===== src/rtl/conv_channel_accum_param_if.sv =====
// conv_channel_accum_param_if: partial-sum stream, bias load and result bundle
interface conv_channel_accum_param_if #(
   parameter int DATA_WIDTH = 16
);
   logic                  valid_in;
   logic [DATA_WIDTH-1:0] pxl_in;
   logic                  stride2;
   logic                  relu_en;
   logic                  valid_bias_in;
   logic [DATA_WIDTH-1:0] bias_in;
   logic [DATA_WIDTH-1:0] pxl_out;
   logic                  valid_out;
   logic                  frame_done;
   modport master (
      output valid_in, pxl_in, stride2, relu_en, valid_bias_in, bias_in,
      input  pxl_out, valid_out, frame_done
   );
   modport slave (
      input  valid_in, pxl_in, stride2, relu_en, valid_bias_in, bias_in,
      output pxl_out, valid_out, frame_done
   );
endinterface


===== src/rtl/conv_channel_accum_param.sv =====
// conv_channel_accum_param: per-output-channel partial-sum accumulation with bias, ReLU, saturation and stride-2 decimation
module conv_channel_accum_param #(
   parameter int DATA_WIDTH      = 16,
   parameter int CHANNEL_NUM_IN  = 256,
   parameter int CHANNEL_NUM_OUT = 256,
   parameter int IMAGE_WIDTH     = 256,
   parameter int IMAGE_HEIGHT    = 256,
   parameter int ACC_WIDTH       = DATA_WIDTH + $clog2(CHANNEL_NUM_IN) + 2
) (
   input logic                      clk,
   input logic                      reset,
   conv_channel_accum_param_if.slave bus
);
   localparam int CIW = CHANNEL_NUM_IN  > 1 ? $clog2(CHANNEL_NUM_IN)  : 1;
   localparam int COW = CHANNEL_NUM_OUT > 1 ? $clog2(CHANNEL_NUM_OUT) : 1;
   localparam int XW  = IMAGE_WIDTH     > 1 ? $clog2(IMAGE_WIDTH)     : 1;
   localparam int YW  = IMAGE_HEIGHT    > 1 ? $clog2(IMAGE_HEIGHT)    : 1;
   localparam logic [CIW-1:0] CI_MAX = CIW'(CHANNEL_NUM_IN - 1);
   localparam logic [COW-1:0] CO_MAX = COW'(CHANNEL_NUM_OUT - 1);
   localparam logic [XW-1:0]  X_MAX  = XW'(IMAGE_WIDTH - 1);
   localparam logic [YW-1:0]  Y_MAX  = YW'(IMAGE_HEIGHT - 1);
   localparam logic signed [ACC_WIDTH-1:0] MAXV = {{(ACC_WIDTH-DATA_WIDTH+1){1'b0}}, {(DATA_WIDTH-1){1'b1}}};
   localparam logic signed [ACC_WIDTH-1:0] MINV = {{(ACC_WIDTH-DATA_WIDTH+1){1'b1}}, {(DATA_WIDTH-1){1'b0}}};

   logic [CIW-1:0] ci;
   logic [COW-1:0] co, ptr;
   logic [XW-1:0]  col;
   logic [YW-1:0]  row;
   logic           stride_q, relu_q, stride_cur, relu_cur;
   logic           ci_last, co_last, col_last, row_last, first, finish;
   logic signed [ACC_WIDTH-1:0] acc, s1, px_ext, bias_ext, relu_v;
   logic [DATA_WIDTH-1:0] bias_rd, sat_d;
   logic           s1_valid, s1_relu, s1_fd;
   logic [DATA_WIDTH-1:0] bias_mem [CHANNEL_NUM_OUT];

   // position decode, frame-mode selection and result shaping
   always_comb begin
      ci_last    = ci == CI_MAX;
      co_last    = co == CO_MAX;
      col_last   = col == X_MAX;
      row_last   = row == Y_MAX;
      first      = ci == '0 && co == '0 && col == '0 && row == '0;
      finish     = bus.valid_in && ci_last;
      stride_cur = first ? bus.stride2 : stride_q;
      relu_cur   = first ? bus.relu_en : relu_q;
      px_ext     = {{(ACC_WIDTH-DATA_WIDTH){bus.pxl_in[DATA_WIDTH-1]}}, bus.pxl_in};
      bias_rd    = bias_mem[co];
      bias_ext   = {{(ACC_WIDTH-DATA_WIDTH){bias_rd[DATA_WIDTH-1]}}, bias_rd};
      relu_v     = (s1_relu && s1[ACC_WIDTH-1]) ? '0 : s1;
      sat_d      = relu_v > MAXV ? MAXV[DATA_WIDTH-1:0] : relu_v < MINV ? MINV[DATA_WIDTH-1:0] : relu_v[DATA_WIDTH-1:0];
   end

   // bias storage is deliberately left out of reset so loaded biases survive a frame abort
   always_ff @(posedge clk) begin
      if (bus.valid_bias_in) bias_mem[ptr] <= bus.bias_in;
   end

   // raster counters, frame-mode latch, accumulator and bias write pointer
   always_ff @(posedge clk or posedge reset) begin
      if (reset) begin
         ci       <= '0;
         co       <= '0;
         col      <= '0;
         row      <= '0;
         ptr      <= '0;
         stride_q <= 1'b0;
         relu_q   <= 1'b0;
         acc      <= '0;
      end else begin
         if (bus.valid_bias_in) ptr <= ptr == CO_MAX ? '0 : ptr + COW'(1);
         if (bus.valid_in) begin
            ci  <= ci_last ? '0 : ci + CIW'(1);
            acc <= ci == '0 ? px_ext : acc + px_ext;
            if (ci_last) co <= co_last ? '0 : co + COW'(1);
            if (ci_last && co_last) col <= col_last ? '0 : col + XW'(1);
            if (ci_last && co_last && col_last) row <= row_last ? '0 : row + YW'(1);
            if (first) begin
               stride_q <= bus.stride2;
               relu_q   <= bus.relu_en;
            end
         end
      end
   end

   // stage 1: final partial plus bias, with emit/relu/end-of-frame flags
   always_ff @(posedge clk or posedge reset) begin
      if (reset) begin
         s1       <= '0;
         s1_valid <= 1'b0;
         s1_relu  <= 1'b0;
         s1_fd    <= 1'b0;
      end else begin
         s1_valid <= finish && !(stride_cur && (row[0] || col[0]));
         s1_fd    <= finish && co_last && col_last && row_last;
         if (finish) begin
            s1      <= (ci == '0 ? '0 : acc) + px_ext + bias_ext;
            s1_relu <= relu_cur;
         end
      end
   end

   // stage 2: register the rectified, saturated result
   always_ff @(posedge clk or posedge reset) begin
      if (reset) begin
         bus.pxl_out    <= '0;
         bus.valid_out  <= 1'b0;
         bus.frame_done <= 1'b0;
      end else begin
         bus.valid_out  <= s1_valid;
         bus.frame_done <= s1_fd;
         if (s1_valid) bus.pxl_out <= sat_d;
      end
   end
endmodule


===== src/flat_wrapper.sv =====
// flat-port wrapper written by rule: the top's interface ports become plain ports
module conv_channel_accum_param_flat 
#(
   parameter int DATA_WIDTH      = 16,
   parameter int CHANNEL_NUM_IN  = 256,
   parameter int CHANNEL_NUM_OUT = 256,
   parameter int IMAGE_WIDTH     = 256,
   parameter int IMAGE_HEIGHT    = 256,
   parameter int ACC_WIDTH       = DATA_WIDTH + $clog2(CHANNEL_NUM_IN) + 2
)
  (clk, reset, bus_valid_in, bus_pxl_in, bus_stride2, bus_relu_en, bus_valid_bias_in, bus_bias_in, bus_pxl_out, bus_valid_out, bus_frame_done);
  conv_channel_accum_param_if #(.DATA_WIDTH(DATA_WIDTH)) bus_i ();
  input logic clk;
  input logic reset;
  input wire logic [$bits(bus_i.valid_in)-1:0] bus_valid_in;
  input wire logic [$bits(bus_i.pxl_in)-1:0] bus_pxl_in;
  input wire logic [$bits(bus_i.stride2)-1:0] bus_stride2;
  input wire logic [$bits(bus_i.relu_en)-1:0] bus_relu_en;
  input wire logic [$bits(bus_i.valid_bias_in)-1:0] bus_valid_bias_in;
  input wire logic [$bits(bus_i.bias_in)-1:0] bus_bias_in;
  output wire logic [$bits(bus_i.pxl_out)-1:0] bus_pxl_out;
  output wire logic [$bits(bus_i.valid_out)-1:0] bus_valid_out;
  output wire logic [$bits(bus_i.frame_done)-1:0] bus_frame_done;
  assign bus_i.valid_in = bus_valid_in;
  assign bus_i.pxl_in = bus_pxl_in;
  assign bus_i.stride2 = bus_stride2;
  assign bus_i.relu_en = bus_relu_en;
  assign bus_i.valid_bias_in = bus_valid_bias_in;
  assign bus_i.bias_in = bus_bias_in;
  assign bus_pxl_out = bus_i.pxl_out;
  assign bus_valid_out = bus_i.valid_out;
  assign bus_frame_done = bus_i.frame_done;
  conv_channel_accum_param #(.DATA_WIDTH(DATA_WIDTH), .CHANNEL_NUM_IN(CHANNEL_NUM_IN), .CHANNEL_NUM_OUT(CHANNEL_NUM_OUT), .IMAGE_WIDTH(IMAGE_WIDTH), .IMAGE_HEIGHT(IMAGE_HEIGHT), .ACC_WIDTH(ACC_WIDTH)) u_core (.clk(clk), .reset(reset), .bus(bus_i));
endmodule

===== config.mk =====
export PLATFORM = sky130hd
export DESIGN_NAME = conv_channel_accum_param_flat
export DESIGN_NICKNAME = d
export VERILOG_FILES = /design/src/rtl/conv_channel_accum_param_if.sv /design/src/rtl/conv_channel_accum_param.sv /design/src/flat_wrapper.sv
export SDC_FILE = /design/constraint.sdc
export NUM_CORES = 2
export LEC_CHECK = 0
export BUFFER_PORTS_ARGS = -buffer_cell sky130_fd_sc_hd__buf_2
export CORE_UTILIZATION = 30
export DETAILED_ROUTE_END_ITERATION = 10
export GPL_ROUTABILITY_DRIVEN = 0
export SYNTH_ARGS = -nofsm -noshare
export SYNTH_HDL_FRONTEND = slang
export SYNTH_SLANG_ARGS = --single-unit

===== constraint.sdc =====
create_clock -name clk -period 16.4 [get_ports clk]
set_input_delay 1.64 -clock clk [delete_from_list [all_inputs] [get_ports clk]]
set_output_delay 1.64 -clock clk [all_outputs]
set_load 0.01 [all_outputs]

# ---- Yosys cells after proc, flatten, opt, wreduce, memory -nomap -nowiden
# Memory sizes are Yosys's and may differ from the RTL's.
# Index checks and enable logic that the tools add are counted.
dict set report word_totals {
  register_bits 115
  mem_bits_rw 4096
  inputBits 38
  out_inout_bits 18
  elab_cells 66
  mem_count 1
}
# name words word_bits read_ports rd_clocked_by_memory_dff wr line
set memory_table {}
lappend memory_table {u_core.bias_mem 256 16 1 0 1 conv_channel_accum_param.sv:34} ;# logic [DATA_WIDTH-1:0] bias_mem [CHANNEL_NUM_OUT];
dict set report classes {
  n_addsub 8
  n_lt_le_gt_ge 2
  eq_ne 5
  mux 14
  reduce_logical 21
}
# operator count
set ops {}
lappend ops {{$mux 26} 3}
lappend ops {{$add 26x26->26} 2}
lappend ops {{$add 8x1->8 const B} 5}
lappend ops {{$eq 8x8->1 const B} 5}
lappend ops {{$mux 8} 5}
lappend ops {{$logic_not 8->1} 4}
lappend ops {{$mux 16} 2}
lappend ops {{$add 26x16->26} 1}
lappend ops {{$gt 26x16->1 const B} 1}
lappend ops {{$lt 26x16->1 const B} 1}
lappend ops {{$logic_and 1x1->1} 12}
lappend ops {{$reduce_and 2->1} 3}
lappend ops {{$mux 1} 4}
lappend ops {{$logic_not 1->1} 1}
lappend ops {{$logic_or 1x1->1} 1}

# ---- Longest topological paths before layout
dict set report depth {
  ltp_word 8
  ltp_mapped 23
  mapped_depth_nobuf 19
}

# ---- Least setup slack after synthesis
# No wires, ideal clock.
dict set report synth_timing {
  path_type {flip-flop to flip-flop}
  startpoint {reg u_core.co[0]}
  endpoint {reg u_core.s1[23]}
  setup_ns 0.133
  arrival_time_ns 5.890
  required_time_ns 16.267
  slack_ns 10.377
  path_stages_with_launch 21
  path_buffers 3
  synth_period_minus_slack_ns 6.023
  path_cell_list {dfrtp_1 buf_6 buf_2 clkbuf_1 mux4_2 mux4_2 mux4_2 mux4_2 fa_1 ha_1 inv_1 fa_1 nand2b_1 a21oi_1 o41a_1 o2111ai_1 a21oi_1 nor3_1 o41ai_1 xnor2_1 o21ai_0}
}
dict set report synth_via {
  elab_chain_len 2
}
# element line
set synth_rtl {}
lappend synth_rtl {{start, declared} conv_channel_accum_param.sv:26} ;# logic [COW-1:0] co, ptr;
lappend synth_rtl {{start signal, assigned} conv_channel_accum_param.sv:74} ;# if (ci_last) co <= co_last ? '0 : co + COW'(1);
lappend synth_rtl {{$mem_v2 256x16} -}
lappend synth_rtl {{$add 26x26->26} conv_channel_accum_param.sv:96} ;# s1 <= (ci == '0 ? '0 : acc) + px_ext + bias_ext;
lappend synth_rtl {{end signal, assigned} conv_channel_accum_param.sv:96}
lappend synth_rtl {{end, declared} conv_channel_accum_param.sv:31} ;# logic signed [ACC_WIDTH-1:0] acc, s1, px_ext, bias_ext, relu_v;
# No other way between the ends.
# A chain may end at the register's enable or synchronous reset.

# ---- Worst setup path in the final report
dict set report layout_timing {
  startpoint {reg u_core.co[0]}
  endpoint {reg u_core.s1[25]}
}
# Same word-level chain as after synthesis.

==> impl_metrics.env <==
export IMPL_use_met2_pct=24.4
export IMPL_cts_root_buf="clkbuf_16"
export IMPL_drv_cap=0
export IMPL_yosys_top_cells_area="edfxtp_1 (75%), mux4_2 (18%), dfrtp_1 (1.7%), nor2_1 (0.76%), ha_1 (0.46%)"
export IMPL_fillCellCount=49700
export IMPL_synth_area_per_cell_um2=23.2
export IMPL_async_reset_ff_share_pct=2.73
export IMPL_cts_buffers=422
export IMPL_r2r_setup_slack_ps=7770
export IMPL_yosys_most_used_dff="edfxtp_1"
export IMPL_cts_max_level=5
export IMPL_drc=0
export IMPL_use_met3_pct=2.77
export IMPL_drt_iter0_markers=9731
export IMPL_start_util_pct=30.2
export IMPL_clockBufferDepth=4
export IMPL_dp_cells=14300
export IMPL_dp_hpwl_um=243000
export IMPL_synth_fp_nets=7207
export IMPL_regToRegStartpoint="u_core.co[0]$_DFFE_PP0P_"
export IMPL_finalClockSkew_ps=108
export IMPL_r2r_end="u_core.s1[25]$_DFFE_PP0P_"
export IMPL_ctsResizeCount=0
export IMPL_firstDrtPassIters=8
export IMPL_multi_input_area_um2=37200
export IMPL_critPathCapture="u_core.s1[25]$_DFFE_PP0P_"
export IMPL_dieArea_um2=551000
export IMPL_fin_setup_tns_ps=0
export IMPL_min_path_type="reg -> reg"
export IMPL_stdcell_count=15100
export IMPL_slowest_delay_ps=1000
export IMPL_core_um2=545000
export IMPL_netlist_area_leader_share_pct=74.8
export IMPL_outcome="completed"
export IMPL_vias=77800
export IMPL_worstSetupPathType="reg -> reg"
export IMPL_tightest_slew_ps=1390
export IMPL_period_minus_slack_ps=8630
export IMPL_ys_warn_count=0
export IMPL_crit_path_start="u_core.co[0]$_DFFE_PP0P_"
export IMPL_clock_fmax_ghz=0.116
export IMPL_grt_total_usage_pct=15.1
export IMPL_ant_nets=0
export IMPL_fin_nets=7656
export IMPL_rsz0062_at_grt="no"
export IMPL_crit_fanout=106
export IMPL_wirelength_um=427000
export IMPL_crit_arrival_ps=9380
export IMPL_ys_seq_area_share_pct=76.5
export IMPL_die_w_um=742
export IMPL_crit_required_ps=17150
export IMPL_path_cells="buf_12, buf_4, mux4_2, mux4_2, mux4_2, mux4_2, fa_1, ha_1, inv_1, fa_1, nand2b_1, a21oi_1, o41a_1, o2111ai_1, a21oi_1, nor3_1, nor4_1, or4_1, a31oi_1"
export IMPL_syn_inst=7081
export IMPL_numPortBuffers=55
export IMPL_peakVddDrop_mv=0.0958
export IMPL_period_share_pct=52.6
export IMPL_antenna_found_initial=31
export IMPL_path_common_cell="mux4_2"
export IMPL_cp_end_kind="flip-flop"
export IMPL_grt_pass1_vias=78700
export IMPL_vias_per_cell=5.14
export IMPL_area_delta_synth_final_pct=15.1
export IMPL_synth_top_area_cell="edfxtp_1"
export IMPL_powerDensity_nw_per_um2=122
export IMPL_synth_edf_count=4096
export IMPL_synth_cell_types=67
export IMPL_setup_viol=0
export IMPL_numClockSinks=4211
export IMPL_ys_seq_elements=4211
export IMPL_seqCellArea_um2=126000
export IMPL_die_h_um=742
export IMPL_busiest_layer="met2"
export IMPL_grt_max_degree=162
export IMPL_grt_pass1_wl_um=603000
export IMPL_postCtsSetupBuffers=0
export IMPL_post_drt_wl_per_cell_um=28.2
export IMPL_holdBufCountCts=0
export IMPL_num_rows=271
export IMPL_met1_usage_pct=20.8
export IMPL_worst_setup_path_start_kind="flip-flop"
export IMPL_overflow=0
export IMPL_finish_utilization_pct=34.7
export IMPL_io_pins=56
export IMPL_critPathSlowestCell="dfrtp_4"
export IMPL_reg2reg_depth=19
export IMPL_drive_above_1_share_pct=31.4
export IMPL_timing_slew_headroom_pct=7.12
export IMPL_syn_area_um2=164000
export IMPL_cts_tree="built"
export IMPL_cts_reportedPaths_clkPinSlew_ps=60
export IMPL_hold_violations=0
export IMPL_worstSkewPairLatency_ps=1010
export IMPL_power_leakage_nw=57.8
export IMPL_slew_viol_final=0
## metal layers
metal,part of all wire [%],routed length [µm]
met3,8.0,34000
met1,41,174000
met2,48,204000
met5,0.013,56
met4,3.3,14100
## synthesized netlist by cell type, types with 18 or more instances
master / number
inv_1: 44
xnor2_1: 42
fa_1: 27
nand2_1: 152
dfrtp_1: 115
buf_1: 30
xor2_1: 19
a21o_1: 18
a31oi_1: 23
nor2_1: 331
clkbuf_1: 188
nor3_1: 28
ha_1: 61
and2_1: 28
a21oi_1: 76
edfxtp_1: 4096
mux4_2: 1337
nand3_1: 50
buf_2: 147
o21ai_0: 67
nand4_1: 19
## registers in the layout, summed over array words and instances, names as in the netlist
signal and cells:
u_core.bias_mem 4096, u_core.acc 26, u_core.s1 26, u_core.bus.pxl_out 16, u_core.ci 8, u_core.co 8
u_core.col 8, u_core.ptr 8, u_core.row 8, u_core.bus.frame_done 1, u_core.bus.valid_out 1, u_core.relu_q 1
u_core.s1_fd 1, u_core.s1_relu 1, u_core.s1_valid 1, u_core.stride_q 1
## critical path: cells and delay by family (launching register included)
kind / cells / cell delay (ps)
muxes: 4 / 2380
adders and majority gates: 3 / 1160
DFF: 1 / 1000
buffers and inverters: 3 / 1660
AOI/OAI and AO/OA: 5 / 1140
and+or+nand+nor: 4 / 910
## area by class of cell
cell class | instances | area share (%)
antenna | 28 | 0.0370
tap | 7234 | 4.78
timing repair buffer | 399 | 1.66
inverter | 48 | 0.0991
clock inverter | 264 | 1.44
clock buffer | 512 | 5.85
multi-input combinational | 2448 | 19.6
sequential | 4211 | 66.5
## worst min-delay path by stage
stage	to	cells past startpoint	slack, ps	from
2_1_floorplan	u_core.bus.frame_done$_DFF_PP0_	0	330	u_core.s1_fd$_DFF_PP0_
3_3_place_gp	u_core.bus.frame_done$_DFF_PP0_	0	350	u_core.s1_fd$_DFF_PP0_
3_5_place_dp	u_core.bus.frame_done$_DFF_PP0_	0	330	u_core.s1_fd$_DFF_PP0_
4_1_cts	u_core.bus.frame_done$_DFF_PP0_	0	350	u_core.s1_fd$_DFF_PP0_
5_1_grt	u_core.bus.frame_done$_DFF_PP0_	0	360	u_core.s1_fd$_DFF_PP0_
6_report	u_core.bus.frame_done$_DFF_PP0_	0	350	u_core.s1_fd$_DFF_PP0_
## layout by cell type, fill, tap and decap left out, types with 67 or more instances in the layout
| cell type | count |
|---|---|
| nor2_1 | 237 |
| dfrtp_1 | 108 |
| buf_4 | 333 |
| a21oi_1 | 76 |
| nor2_2 | 86 |
| clkbuf_16 | 427 |
| o21ai_0 | 67 |
| clkbuf_1 | 79 |
| edfxtp_1 | 4096 |
| clkinv_1 | 100 |
| nand2_1 | 152 |
| mux4_2 | 1337 |
| clkinv_2 | 82 |
## report_power, final
part           total (mW)  leakage, nW  internal (mW)  switching, mW
logic                1.50         12.8          0.481           1.02
clock network        9.59         6.73           5.48           4.11
registers            12.0         38.3           12.0         0.0793
## metrics by stage
step / power [mW] / hold slack, ps / worst slack [ps] / cell area [µm²]
final: 23.1 / 347 / 7770 / 189000
after global routing: 23.8 / 359 / 7180 / 189000
after CTS: 23.2 / 348 / 7610 / 189000
after detailed placement: 13.7 / 335 / 7610 / 175000
after global placement: 13.7 / 347 / 7490 / 175000
after floorplan: 13.1 / 331 / 10380 / 164000
## cell families after synthesis
| kind of cell | count (synthesis) | share of synthesized area (%) |
|---|---|---|
| AND/OR/NAND/NOR | 676 | 1.79 |
| XOR/XNOR | 61 | 0.325 |
| AO/OA/AOI/OAI | 265 | 1.01 |
| multiplexers | 1358 | 18.4 |
| flip-flops | 4211 | 76.5 |
| buffers and inverters | 422 | 1.10 |
| adder cells (fa/ha/maj) | 88 | 0.793 |
No activity file was read; power rests on OpenSTA's default activity.
